===== src/rtl/ifetch_buf_if.sv =====
// Fetch-buffer bus: PC stream in, ROM port, redirect port and decode handshake.
// The master modport is the fetch buffer itself; slave is its environment.
interface ifetch_buf_if;
  logic [31:0] pc_i;
  logic [31:0] imem_addr_o;
  logic [31:0] imem_rdata_i;
  logic        ex_jump_en_i;
  logic [31:0] ex_jump_addr_i;
  logic        jump_en_o;
  logic [31:0] jump_addr_o;
  logic        inst_valid_o;
  logic [31:0] inst_o;
  logic [31:0] inst_addr_o;
  logic        inst_ready_i;

  modport master (
    input  pc_i, imem_rdata_i, ex_jump_en_i, ex_jump_addr_i, inst_ready_i,
    output imem_addr_o, jump_en_o, jump_addr_o, inst_valid_o, inst_o, inst_addr_o
  );

  modport slave (
    output pc_i, imem_rdata_i, ex_jump_en_i, ex_jump_addr_i, inst_ready_i,
    input  imem_addr_o, jump_en_o, jump_addr_o, inst_valid_o, inst_o, inst_addr_o
  );
endinterface


===== src/rtl/ifetch_buf.sv =====
// Instruction fetch buffer: queues ROM returns for decode, replays dropped
// addresses as jumps when full, forwards execute redirects and flushes.
// Optional macro IFETCH_BYPASS_EN: an arrival into an empty buffer is
// presented to decode in the same cycle.
module ifetch_buf #(
  parameter int unsigned DEPTH = 4
) (
  input logic          clk,
  input logic          rst,
  ifetch_buf_if.master bus
);

  localparam int unsigned XLEN = 32;
  localparam int unsigned AW   = $clog2(DEPTH);
  localparam int unsigned CW   = AW + 1;

  // Fetch-stage tracking of the address whose data returns this cycle
  logic [XLEN-1:0] f1_pc, f1_pc_n;
  logic            f1_valid, f1_valid_n;

  // FIFO storage and bookkeeping
  logic [XLEN-1:0] mem_inst [DEPTH];
  logic [XLEN-1:0] mem_addr [DEPTH];
  logic [AW-1:0]   rd_ptr, rd_ptr_n;
  logic [AW-1:0]   wr_ptr, wr_ptr_n;
  logic [CW-1:0]   count, count_n;

  logic arrival, ex_hit, empty, full, bypass;
  logic head_valid, pop, replay, redirect, push, fifo_pop, fifo_wr;

  // Handshake decisions, redirect generation and next-state computation
  always_comb begin
    arrival  = f1_valid;
    ex_hit   = bus.ex_jump_en_i & ~rst;
    empty    = (count == CW'(0));
    full     = (count == CW'(DEPTH));
`ifdef IFETCH_BYPASS_EN
    bypass   = empty & arrival & ~ex_hit & ~rst;
`else
    bypass   = 1'b0;
`endif
    // Head is hidden during a redirect so no wrong-path entry is consumed
    head_valid = ~rst & ~ex_hit & (~empty | bypass);
    pop        = head_valid & bus.inst_ready_i;
    replay     = ~rst & arrival & full & ~pop & ~bus.ex_jump_en_i;
    redirect   = ex_hit | replay;
    push       = arrival & ~redirect & (~full | pop);
    fifo_pop   = pop & ~empty;
    // A bypassed arrival that decode takes is never stored
    fifo_wr    = push & ~(bypass & pop);

    bus.imem_addr_o  = bus.pc_i;
    bus.jump_en_o    = redirect;
    bus.jump_addr_o  = ex_hit ? bus.ex_jump_addr_i : f1_pc;
    bus.inst_valid_o = head_valid;
    bus.inst_o       = bypass ? bus.imem_rdata_i : mem_inst[rd_ptr];
    bus.inst_addr_o  = bypass ? f1_pc : mem_addr[rd_ptr];

    f1_pc_n    = bus.pc_i;
    f1_valid_n = ~redirect;
    rd_ptr_n   = rd_ptr;
    wr_ptr_n   = wr_ptr;
    count_n    = count;
    if (ex_hit) begin
      rd_ptr_n = AW'(0);
      wr_ptr_n = AW'(0);
      count_n  = CW'(0);
    end else begin
      if (fifo_wr)  wr_ptr_n = wr_ptr + AW'(1);
      if (fifo_pop) rd_ptr_n = rd_ptr + AW'(1);
      count_n = count + CW'(fifo_wr) - CW'(fifo_pop);
    end
  end

  // Control state registers with synchronous reset
  always_ff @(posedge clk) begin
    if (rst) begin
      f1_pc    <= '0;
      f1_valid <= 1'b0;
      rd_ptr   <= '0;
      wr_ptr   <= '0;
      count    <= '0;
    end else begin
      f1_pc    <= f1_pc_n;
      f1_valid <= f1_valid_n;
      rd_ptr   <= rd_ptr_n;
      wr_ptr   <= wr_ptr_n;
      count    <= count_n;
    end
  end

  // FIFO storage write; contents are don't-care until counted valid
  always_ff @(posedge clk) begin
    if (fifo_wr && !rst) begin
      mem_inst[wr_ptr] <= bus.imem_rdata_i;
      mem_addr[wr_ptr] <= f1_pc;
    end
  end

endmodule


===== src/flat_wrapper.sv =====
// flat-port wrapper written by rule: the top's interface ports become plain ports
module ifetch_buf_flat 
#(
  parameter int unsigned DEPTH = 4
)
  (clk, rst, bus_pc_i, bus_imem_rdata_i, bus_ex_jump_en_i, bus_ex_jump_addr_i, bus_inst_ready_i, bus_imem_addr_o, bus_jump_en_o, bus_jump_addr_o, bus_inst_valid_o, bus_inst_o, bus_inst_addr_o);
  ifetch_buf_if bus_i ();
  input logic clk;
  input logic rst;
  input wire logic [$bits(bus_i.pc_i)-1:0] bus_pc_i;
  input wire logic [$bits(bus_i.imem_rdata_i)-1:0] bus_imem_rdata_i;
  input wire logic [$bits(bus_i.ex_jump_en_i)-1:0] bus_ex_jump_en_i;
  input wire logic [$bits(bus_i.ex_jump_addr_i)-1:0] bus_ex_jump_addr_i;
  input wire logic [$bits(bus_i.inst_ready_i)-1:0] bus_inst_ready_i;
  output wire logic [$bits(bus_i.imem_addr_o)-1:0] bus_imem_addr_o;
  output wire logic [$bits(bus_i.jump_en_o)-1:0] bus_jump_en_o;
  output wire logic [$bits(bus_i.jump_addr_o)-1:0] bus_jump_addr_o;
  output wire logic [$bits(bus_i.inst_valid_o)-1:0] bus_inst_valid_o;
  output wire logic [$bits(bus_i.inst_o)-1:0] bus_inst_o;
  output wire logic [$bits(bus_i.inst_addr_o)-1:0] bus_inst_addr_o;
  assign bus_i.pc_i = bus_pc_i;
  assign bus_i.imem_rdata_i = bus_imem_rdata_i;
  assign bus_i.ex_jump_en_i = bus_ex_jump_en_i;
  assign bus_i.ex_jump_addr_i = bus_ex_jump_addr_i;
  assign bus_i.inst_ready_i = bus_inst_ready_i;
  assign bus_imem_addr_o = bus_i.imem_addr_o;
  assign bus_jump_en_o = bus_i.jump_en_o;
  assign bus_jump_addr_o = bus_i.jump_addr_o;
  assign bus_inst_valid_o = bus_i.inst_valid_o;
  assign bus_inst_o = bus_i.inst_o;
  assign bus_inst_addr_o = bus_i.inst_addr_o;
  ifetch_buf #(.DEPTH(DEPTH)) u_core (.clk(clk), .rst(rst), .bus(bus_i));
endmodule

===== config.mk =====
export PLATFORM = sky130hd
export DESIGN_NAME = ifetch_buf_flat
export DESIGN_NICKNAME = d
export VERILOG_FILES = /design/src/rtl/ifetch_buf_if.sv /design/src/rtl/ifetch_buf.sv /design/src/flat_wrapper.sv
export SDC_FILE = /design/constraint.sdc
export NUM_CORES = 1
export LEC_CHECK = 0
export CAP_MARGIN = 25
export CORE_UTILIZATION = 51
export CTS_BUF_LIST = sky130_fd_sc_hd__clkbuf_4 sky130_fd_sc_hd__clkbuf_8 sky130_fd_sc_hd__clkbuf_16
export CTS_CLUSTER_DIAMETER = 200
export DETAILED_ROUTE_END_ITERATION = 7
export GPL_ROUTABILITY_DRIVEN = 0
export GPL_TIMING_DRIVEN = 0
export PLACE_DENSITY = 0.81
export RECOVER_POWER = 25
export SLEW_MARGIN = 10
export SYNTH_ARGS = -nofsm -noshare
export SYNTH_HDL_FRONTEND = slang
export SYNTH_SLANG_ARGS = --single-unit

===== constraint.sdc =====
create_clock -name clk -period 3.8 [get_ports clk]
set_input_delay 0.38 -clock clk [delete_from_list [all_inputs] [get_ports clk]]
set_output_delay 0.38 -clock clk [all_outputs]
set_load 0.1 [all_outputs]

==> results of run 1 <==
[Yosys cell counts]
cell type / number
buf_2: 10
a21oi_1: 2
edfxtp_1: 256
mux2i_1: 3
ha_1: 6
nand2b_1: 1
clkbuf_1: 12
a41oi_1: 2
and2_1: 3
a31oi_4: 1
o21ai_0: 1
xor2_1: 1
nor2b_1: 29
nor3_1: 2
fa_1: 1
mux2_2: 32
or3b_4: 1
or3_1: 1
nor2_1: 7
buf_4: 32
or2_2: 1
inv_1: 6
and2b_2: 3
nand2_1: 5
nor3b_1: 1
buf_6: 2
and3_1: 4
mux4_2: 64
dfxtp_1: 42
[layer usage]
| metal | routed length (microns) | vias up | part of all wire, % |
|---|---|---|---|
| met2 | 11300 | 231 | 51 |
| li1 | - | 2600 | - |
| met4 | 403 | 0 | 1.8 |
| met1 | 9010 | 2905 | 41 |
| met3 | 1400 | 35 | 6.3 |
| met5 | 0 | - | 0 |
[path summary, 6_finish.rpt]
kind | slack (ps) | to | from | depth (start not counted)
max reg2reg | 1350 | u_core.count[2] | u_core.count[1] | 10
min reg2reg | 470 | flip-flop | u_core.rd_ptr[1] | 1
min | 330 | u_core.f1_pc[22] | rst | 2
max | 170 | bus_inst_addr_o[26] | flip-flop | 4
[kinds of logic after synthesis]
group | after synthesis
flops | 298
xor+xnor | 1
mux | 99
compound gates | 6
buf+inv | 62
simple gates | 58
fa+ha+maj | 7
[through the flow]
step | setup WS, ps | util [%] | std cells | area [sq um]
6_report | 169 | 69.9 | 1090 | 14900
5_1_grt | 64.8 | 69.9 | 1090 | 14900
4_1_cts | 134 | 69.9 | 1090 | 14900
3_5_place_dp | 376 | 65.6 | 1038 | 14000
3_3_place_gp | -936 | 65.2 | 1034 | 13900
2_1_floorplan | 531 | - | 531 | 11200
[layout make-up]
class	instances	share of cell area, %
Clock inverter	13	0.975
Multi-Input combinational cell	171	15.8
Sequential cell	298	57.3
Timing Repair Buffer	232	15.4
Tap cell	275	2.31
Inverter	6	0.151
Buffer	56	2.35
Clock buffer	39	5.71
[flip-flops by register name (all words and copies together), names as in the netlist, named ones only]
signal	count
u_core.mem_inst	128
u_core.mem_addr	128
u_core.rd_ptr	2
u_core.f1_pc	32
u_core.count	3
u_core.arrival	1
u_core.wr_ptr	2
[power by group]
| group | leakage, nW | internal, mW | total, mW | switching [mW] |
|---|---|---|---|---|
| combinational | 1.93 | 0.243 | 0.790 | 0.548 |
| sequential | 2.67 | 3.58 | 3.61 | 0.0275 |
| clock | 0.496 | 1.76 | 2.91 | 1.15 |
[worst max-delay path, delay by kind of cell (launching register included)]
family / cells / cell delay (ps)
buffers and inverters: 3 / 2040
muxes: 1 / 350
DFF: 1 / 310
==> impl_results.md, run 1 <==
- Post-route ant nets: 0
- P&R area growth vs syn: 32.4%
- Setup Viol. Count Final: 0
- Most used routing layer: met2
- Via count: 5771
- Post-Syn Area: 11200 sq um
- Synth Area in Adders: 0.846%
- Grt total ovfl: 0
- Final Hold Fails: 0
- Arrival time worst endpoint: 3250 ps
- DIE HEIGHT: 150 microns
- Clock slew at reported path FFs: 70 ps
- Unrepaired setup endpoints after global routing: no
- Max-cap violations: 0
- Port Buffers: 228
- Cell variety after synth: 29
- Hold_ws: 334 ps
- Antenna diode count: 0
- DRC viols: 0
- Vias in the first global route: 6256
- Worst setup SP type: flip-flop
- CP max stage delay: 890 ps
- Fill count: 1334
- Max Transition Viols Final: 0
- Met2 usage: 34.1%
- Mux cell area share after synthesis: 16.3%
- Share of layout cells above drive strength 1: 25.0%
- Fin crit share: 95.5%
- DR iter-0 viols: 253
- Wire per inst: 20.3 microns
- Synth Net Count: 638
- Status: completed
- Critical Path Fanout Max: 10
- Starting Density: 52.8%
- Core footprint: 21300 sq um
- FP Rows: 53
- GR Util All Layers: 19.7%
- Die ar.: 22600 sq um
- Power Total: 7.32 mW
- Post-synthesis compound-gate area fraction: 0.479%
- Commonest non-fill, non-tap cells in the layout: edfxtp_1, clkdlybuf4s50_1, mux4_2
- XOR/XNOR Fraction of Synth Area: 0.0779%
- Syn avg cell area: 21.2 sq um
- Number of buffers on the longest clock path: 3
- Crit end category: output port
- Ranking of synthesized cells by area: edfxtp_1, mux4_2, dfxtp_1, mux2_2, buf_4
- Synth Register Bits: 298
- Sequential area share after synthesis: 75.9%
- Fmax: 275 MHz
- Main combinational cell family by area after synthesis: multiplexers
- DR vias/cell: 5.29
- Synth area leader: edfxtp_1
- TritonCTS clock tree: done
- Met3 usage: 3.48%
- Slowest CP cell: dlygate4sd2_1
- Setup TNS: 0 ps
- Post-CTS Setup Bufs: 0
- Leakage: 5.10 nW
- Sequential Area: 8530 sq um
- Tmin final: 3630 ps
- Clk Latency, worst-skew pair: 540 ps
- Worst-margin pin slew: 1030 ps
- Num CTS Buffers: 28
- Critical path cell sequence: clkbuf_1, clkbuf_1, mux4_2, dlygate4sd2_1
- CP most frequent cell: clkbuf_1
- Cts hold-fix bufs: 0
- Setup CP Type: flip-flop to output port
- Htree depth: 1
- Drt first pass iters: 4
- PostCTS Resize Cnt: 60
- Routed WL: 22100 microns
- Cells after Synth: 531
- Worst path required time: 3420 ps
- Nets: 900
- M1 GR Usage: 25.7%
- Yosys top cell area share: 68.4%
- Synthesis Warnings: 0
- Simple-gate share of the synthesized area: 3.06%
- Area of the multi-input gates: 2350 sq um
- Pin count of the biggest net entering global routing: 35
- Clk sinks: 298
- Clock skew: 10.7 ps
- First-pass GRT wire length: 33300 microns
- Peak supply drop: 0.000412 V
- Commonest non-fill, non-tap cell in the layout: edfxtp_1
- Initial antenna violation count: 0
- Pwr dens: 492 nW/um^2
- Root buffer cell: clkbuf_16
- IO Count: 230
- Die Wd: 150 microns
- Max-slew headroom: 30.8%
- Hold WC Path Type: primary input to flip-flop
- DP HPWL: 14300 microns
Note: power is estimated with default switching activity, not from simulation.
==> run 2: changes to the inputs <==
--- a/config.mk
+++ b/config.mk
@@ -6,13 +6,14 @@
 export NUM_CORES = 1
 export LEC_CHECK = 0
 export CAP_MARGIN = 25
-export CORE_UTILIZATION = 51
+export CORE_UTILIZATION = 46
 export CTS_BUF_LIST = sky130_fd_sc_hd__clkbuf_4 sky130_fd_sc_hd__clkbuf_8 sky130_fd_sc_hd__clkbuf_16
 export CTS_CLUSTER_DIAMETER = 200
 export DETAILED_ROUTE_END_ITERATION = 7
 export GPL_ROUTABILITY_DRIVEN = 0
 export GPL_TIMING_DRIVEN = 0
-export PLACE_DENSITY = 0.81
+export MAX_ROUTING_LAYER = met4
+export PLACE_DENSITY = 0.78
 export RECOVER_POWER = 25
 export SLEW_MARGIN = 10
 export SYNTH_ARGS = -nofsm -noshare
==> constraint.sdc (replaced) <==
create_clock -name clk -period 3.3 [get_ports clk]
set_input_delay 0.33 -clock clk [delete_from_list [all_inputs] [get_ports clk]]
set_output_delay 0.33 -clock clk [all_outputs]
set_load 0.1 [all_outputs]
==> run 2 against run 1 <==
Against the previous run:
- clock skew decreased by 3.3 ps
- utilization decreased by 6.3 points
- final area increased by 1.6%
- sequential power increased by 15%
- first-iteration DRC count increased by 12%
- hold slack got worse by 78 ps
- via count decreased by 0.66%
- combinational power increased by 15%
- clock power increased by 13%
- largest cell class unchanged
- largest power group unchanged
- highest routed layer unchanged
==> impl_results.md, run 2 (same netlist as run 1, synthesis figures left out) <==
- Status: completed (unchanged)
- Die Wd: 158 microns (was 150 microns)
- FF-to-FF Start: u_core.count[1] (unchanged)
- Clock slew at reported path FFs: 60 ps (was 70 ps)
- R2r setup slk: 930 ps (was 1350 ps)
- End of the critical path: bus_jump_addr_o[11] (was bus_inst_addr_o[26])
- Grt total ovfl: 0 (unchanged)
- Via count: 5733 (was 5771)
- Tmin final: 3140 ps
- Initial antenna violation count: 0 (unchanged)
- Worst setup SP type: primary input (was flip-flop)
- Hold WC Path Type: primary input to flip-flop (unchanged)
- P&R area growth vs syn: 34.4% (was 32.4%)
- Clk Latency, worst-skew pair: 540 ps (about the same)
- Crit end category: output port (unchanged)
- Leakage: 5.19 nW (was 5.10 nW)
- Clk pwr share: 39.3% (was 39.8%)
- Worst-margin pin slew: 1020 ps (was 1030 ps)
- Number of buffers on the longest clock path: 3 (unchanged)
- Reg power frac: 49.8% (was 49.4%)
- Max Transition Viols Final: 0 (unchanged)
- Int Pwr: 6.36 mW (was 5.59 mW)
- First-pass GRT wire length: 32700 microns (was 33300 microns)
- Critical Path Fanout Max: 10 (unchanged)
- Power Total: 8.35 mW (was 7.32 mW)
- Routed WL: 21500 microns (was 22100 microns)
- GR Util All Layers: 17.9% (was 19.7%)
- DIE HEIGHT: 158 microns (was 150 microns)
- FF-to-FF End: u_core.count[2] (unchanged)
- NetSw: 1.99 mW (was 1.73 mW)
- Antenna diode count: 0 (unchanged)
- Worst path required time: 2970 ps (was 3420 ps)
- Origin of the worst setup path: bus_ex_jump_en_i
- Setup TNS: 0 ps (unchanged)
- Net Sw Frac: 23.8% (was 23.6%)
- Core footprint: 23800 sq um (was 21300 sq um)
- Unrepaired setup endpoints after global routing: no (unchanged)
- Nets: 901 (was 900)
- FP Rows: 56 (was 53)
- Cts hold-fix bufs: 0 (unchanged)
- Post-CTS Setup Bufs: 0 (unchanged)
- Fill count: 1632 (was 1334)
- Commonest non-fill, non-tap cell in the layout: edfxtp_1 (unchanged)
- Pwr dens: 552 nW/um^2 (was 492 nW/um^2)
- Num CTS Buffers: 30 (was 28)
- IO Count: 230 (unchanged)
- Arrival time worst endpoint: 2810 ps (was 3250 ps)
- Pin count of the biggest net entering global routing: 47 (was 35)
- Starting Density: 47.3% (was 52.8%)
- Fmax: 319 MHz
- Setup Viol. Count Final: 0 (unchanged)
- DP HPWL: 13700 microns (was 14300 microns)
- Wire per inst: 18.9 microns (was 20.3 microns)
- TritonCTS clock tree: done (unchanged)
- Max-cap violations: 0 (unchanged)
- DR iter-0 viols: 283 (was 253)
- DR vias/cell: 5.05 (was 5.29)
- Top flop regs: u_core.mem_addr: 128 flops, u_core.mem_inst: 128 flops, u_core.f1_pc: 32 flops (unchanged)
- Die ar.: 25100 sq um (was 22600 sq um)
- Vias in the first global route: 6073 (was 6256)
- DRC viols: 0 (unchanged)
- Setup CP Type: primary input to output port (was flip-flop to output port)
- Htree depth: 1 (unchanged)
- Clock skew: 7.40 ps (was 10.7 ps)
- Share of layout cells above drive strength 1: 32.6% (was 25.0%)
- Drt first pass iters: 4 (unchanged)
- Port Buffers: 228 (unchanged)
- Max-slew headroom: 32.5% (was 30.8%)
- Final Hold Fails: 0 (unchanged)
- Fin crit share: 95.1%
- Combinational fraction of design power: 10.9% (was 10.8%)
- Commonest non-fill, non-tap cells in the layout: edfxtp_1, clkdlybuf4s50_1, mux4_2 (unchanged)
- R2R cell count: 10 (unchanged)
- Peak supply drop: 0.000379 V (was 0.000412 V)
- Root buffer cell: clkbuf_16 (unchanged)
- Post-route ant nets: 0 (unchanged)
- Clk sinks: 298 (unchanged)
## run 2: timing repair
| item | CTS | global route |
|---|---|---|
| endpoints found under the setup margin | 64 | 60 |
| endpoints found under the hold margin | 0 | 0 |
| resized for setup | 185 | 11 |
## run 2: cell type report
cell class | instances | area, sq um | area share, %
sequential | 298 | 8530 | 56.4
timing repair buffer | 232 | 2480 | 16.4
multi-input combinational | 171 | 2350 | 15.6
clock buffer | 43 | 890 | 5.89
tap | 319 | 399 | 2.64
buffer | 55 | 349 | 2.31
clock inverter | 12 | 87.6 | 0.579
inverter | 6 | 22.5 | 0.149
## run 2: power groups by stage
stage	registers, mW	logic, mW	clock network [mW]
finish	4.16	0.907	3.28
global route	4.16	0.941	3.48
CTS	4.16	0.925	3.34
detailed placement	4.24	0.927	0
global placement	4.24	0.917	0
floorplan	4.23	0.636	0
## run 2: layer usage
| layer | vias to the layer above | GRT usage, % | share of wire (%) |
|---|---|---|---|
| li1 | 2611 | - | - |
| met1 | 2916 | 22.5 | 41 |
| met2 | 175 | 30.4 | 52 |
| met3 | 31 | 3.46 | 5.5 |
| met4 | 0 | 4.08 | 1.5 |
| met5 | - | - | 0 |
## run 2: worst min path at each step
stage	startpoint	to	slack [ps]	depth (start not counted)
after global routing	rst	u_core.f1_pc[22]	280	2
after detailed placement	u_core.rd_ptr[1]	flip-flop	460	1
after CTS	rst	u_core.f1_pc[22]	110	2
final	rst	u_core.f1_pc[22]	260	2
after global placement	u_core.rd_ptr[1]	flip-flop	440	1
after floorplan	bus_imem_rdata_i[0]	u_core.mem_inst[0][0]	430	0
## run 2: per-stage QoR
step	area (sq um)	setup WS (ps)	util (%)	cells	hold WS, ps
after floorplan	11200	80.5	-	531	429
after global placement	13900	-1540	58.6	1078	442
after detailed placement	14100	-78.5	59.2	1082	459
after CTS	15100	2.50	63.6	1137	113
after global routing	15100	46.8	63.6	1136	279
final	15100	162	63.6	1136	256
## run 2: worst max-delay path, cell delays in order
cell and delay, ps:
clkdlybuf4s50_1 480, nand2b_1 100, clkbuf_1 230, buf_2 320, mux2_2 370, clkdlybuf4s50_1 970
==> run 3: changes to the inputs <==
--- a/config.mk
+++ b/config.mk
@@ -6,14 +6,14 @@
 export NUM_CORES = 1
 export LEC_CHECK = 0
 export CAP_MARGIN = 25
-export CORE_UTILIZATION = 46
+export CORE_UTILIZATION = 57
 export CTS_BUF_LIST = sky130_fd_sc_hd__clkbuf_4 sky130_fd_sc_hd__clkbuf_8 sky130_fd_sc_hd__clkbuf_16
 export CTS_CLUSTER_DIAMETER = 200
 export DETAILED_ROUTE_END_ITERATION = 7
+export DONT_BUFFER_PORTS = 1
 export GPL_ROUTABILITY_DRIVEN = 0
-export GPL_TIMING_DRIVEN = 0
 export MAX_ROUTING_LAYER = met4
-export PLACE_DENSITY = 0.78
+export PLACE_DENSITY = 0.77
 export RECOVER_POWER = 25
 export SLEW_MARGIN = 10
 export SYNTH_ARGS = -nofsm -noshare
==> run 3 against run 2 <==
Against the previous run:
- non-clock buffer count shrank 213
- sequential share of layout area grew 9.4 points
- power shrank 6.2%
- sequential power is essentially flat
- largest cell class unchanged
- register-to-register slack lost 150 ps
==> impl_results.md, run 3 (same netlist as run 1, synthesis figures left out) <==
- Critical path cell sequence: buf_4, mux4_2 (was clkdlybuf4s50_1, nand2b_1, clkbuf_1, buf_2, mux2_2, clkdlybuf4s50_1)
- CP max stage delay: 830 ps (was 970 ps)
- Status: completed (unchanged)
- Inst Count DP: 749 (was 1082)
- Worst Path Buf+Inv: 1 (was 4)
- Num CTS Buffers: 28 (was 30)
- Initial antenna violation count: 1 (was 0)
- Die Wd: 142 microns (was 158 microns)
- Pin count of the biggest net entering global routing: 65 (was 47)
- Drt first pass iters: 4 (unchanged)
- Setup CP Type: flip-flop to output port (was primary input to output port)
- TritonCTS clock tree: done (unchanged)
- First-pass GRT wire length: 30000 microns (was 32700 microns)
- Root buffer cell: clkbuf_16 (unchanged)
- Leakage: 4.17 nW (was 5.19 nW)
- Peak supply drop: 0.000370 V (was 0.000379 V)
- M1 GR Usage: 26.3% (was 22.5%)
- Critical Path Fanout Max: 21 (was 10)
- Met3 usage: 6.76% (was 3.46%)
- Fmax: 373 MHz (was 319 MHz)
- Largest delay share family, worst path: multiplexers (was buffers and inverters)
- Max Transition Viols Final: 0 (unchanged)
- Worst path required time: 2970 ps (about the same)
- Worst setup SP type: flip-flop (was primary input)
- Setup TNS: 0 ps (unchanged)
- FF-to-FF Start: u_core.count[1] (unchanged)
- Post-route ant nets: 0 (unchanged)
- Tmin final: 2680 ps (was 3140 ps)
- Number of buffers on the longest clock path: 3 (unchanged)
- Unrepaired setup endpoints after global routing: no (unchanged)
- Routed WL: 20200 microns (was 21500 microns)
- Post-CTS Setup Bufs: 0 (unchanged)
- Htree depth: 1 (unchanged)
- Final Hold Fails: 0 (unchanged)
- Vias in the first global route: 5085 (was 6073)
- Final instance area: 13000 sq um (was 15100 sq um)
- Slowest CP cell: mux4_2 (was clkdlybuf4s50_1)
- Fin crit share: 81.3% (was 95.1%)
- Port Buffers: 0 (was 228)
- DR iter-0 viols: 354 (was 283)
- Share of layout cells above drive strength 1: 28.0% (was 32.6%)
- Clock skew: 8.19 ps (was 7.40 ps)
- Grt total ovfl: 0 (unchanged)
- DIE HEIGHT: 142 microns (was 158 microns)
- Setup Viol. Count Final: 0 (unchanged)
- Top flop regs: u_core.mem_addr: 128 flops, u_core.mem_inst: 128 flops, u_core.f1_pc: 32 flops (unchanged)
- Starting Density: 58.0% (was 47.3%)
- DP HPWL: 12200 microns (was 13700 microns)
- Pwr dens: 604 nW/um^2 (was 552 nW/um^2)
- Clk Latency, worst-skew pair: 520 ps (was 540 ps)
- GR Util All Layers: 20.8% (was 17.9%)
- Final Util: 66.8% (was 63.6%)
- Via count: 4917 (was 5733)
- Max-slew headroom: 37.1% (was 32.5%)
- Met2 usage: 33.0% (was 30.4%)
- Hold WC Path Type: primary input to flip-flop (unchanged)
- DRC viols: 0 (unchanged)
- FP Rows: 51 (was 56)
- Wire per inst: 23.2 microns (was 18.9 microns)
- Worst-margin pin slew: 943 ps (was 1020 ps)
- Non-filler cells, final: 867 (was 1136)
- Power Total: 7.83 mW (was 8.35 mW)
- Hold Crit Start: bus_ex_jump_en_i (was rst)
- PostCTS Resize Cnt: 0 (was 185)
- Arrival time worst endpoint: 2350 ps (was 2810 ps)
- Clock slew at reported path FFs: 60 ps (about the same)
- IO Count: 230 (unchanged)
- Nets: 686 (was 901)
- P&R area growth vs syn: 15.3% (was 34.4%)
- Max-cap violations: 0 (unchanged)
- Die ar.: 20300 sq um (was 25100 sq um)
- Core footprint: 19400 sq um (was 23800 sq um)
- Crit end category: output port (unchanged)
- Most used routing layer: met2 (unchanged)
- Clk sinks: 298 (unchanged)
- Placed instance area: 11400 sq um (was 14100 sq um)
- Cts hold-fix bufs: 65 (was 0)
- DR vias/cell: 5.67 (was 5.05)
- Commonest non-fill, non-tap cell in the layout: edfxtp_1 (unchanged)
- Commonest non-fill, non-tap cells in the layout: edfxtp_1, mux4_2, dlygate4sd3_1 (was edfxtp_1, clkdlybuf4s50_1, mux4_2)
## run 3: layout make-up
cell class	instances	area (sq um)
Clock buffer	34	782
Fill cell	1242	6430
Inverter	6	22.5
Antenna cell	2	5.00
Tap cell	265	332
Clock inverter	17	138
Multi-Input combinational cell	171	2360
Sequential cell	298	8540
Timing Repair Buffer	74	791
## run 3: metrics by stage
stage	hold WS, ps	setup WS [ps]
finish	67.9	617
floorplan	429	80.5
detailed placement	407	864
global placement	405	1010
global route	35.8	478
CTS	34.2	539
## run 3: routing by layer
metal / vias to the layer above / wire, microns
li1: 2182 / -
met1: 2501 / 7950
met2: 211 / 10000
met3: 23 / 1910
met4: 0 / 280
met5: - / 0
## run 3: path summary, 6_finish.rpt
path                          to  slack [ps]  cells past startpoint
max          bus_inst_addr_o[18]         620                      2
min             u_core.rd_ptr[0]          70                      2
max reg2reg      u_core.count[2]         780                     10
min reg2reg            flip-flop         490                      1
## run 3: worst register-to-register path: stages, from the launching register on
cell	delay, ps
dfxtp_1	370
nor3_1	510
nor2_1	120
ha_1	320
inv_1	60
ha_1	130
inv_1	50
fa_1	400
xor2_1	170
and2_1	180
nor3_1	150
## run 3: report_power, final
part	internal, mW	total [mW]	switching (mW)
sequential	4.13	4.16	0.0349
combinational	0.122	0.558	0.435
clock	1.84	3.11	1.27
total	6.08	7.83	1.75
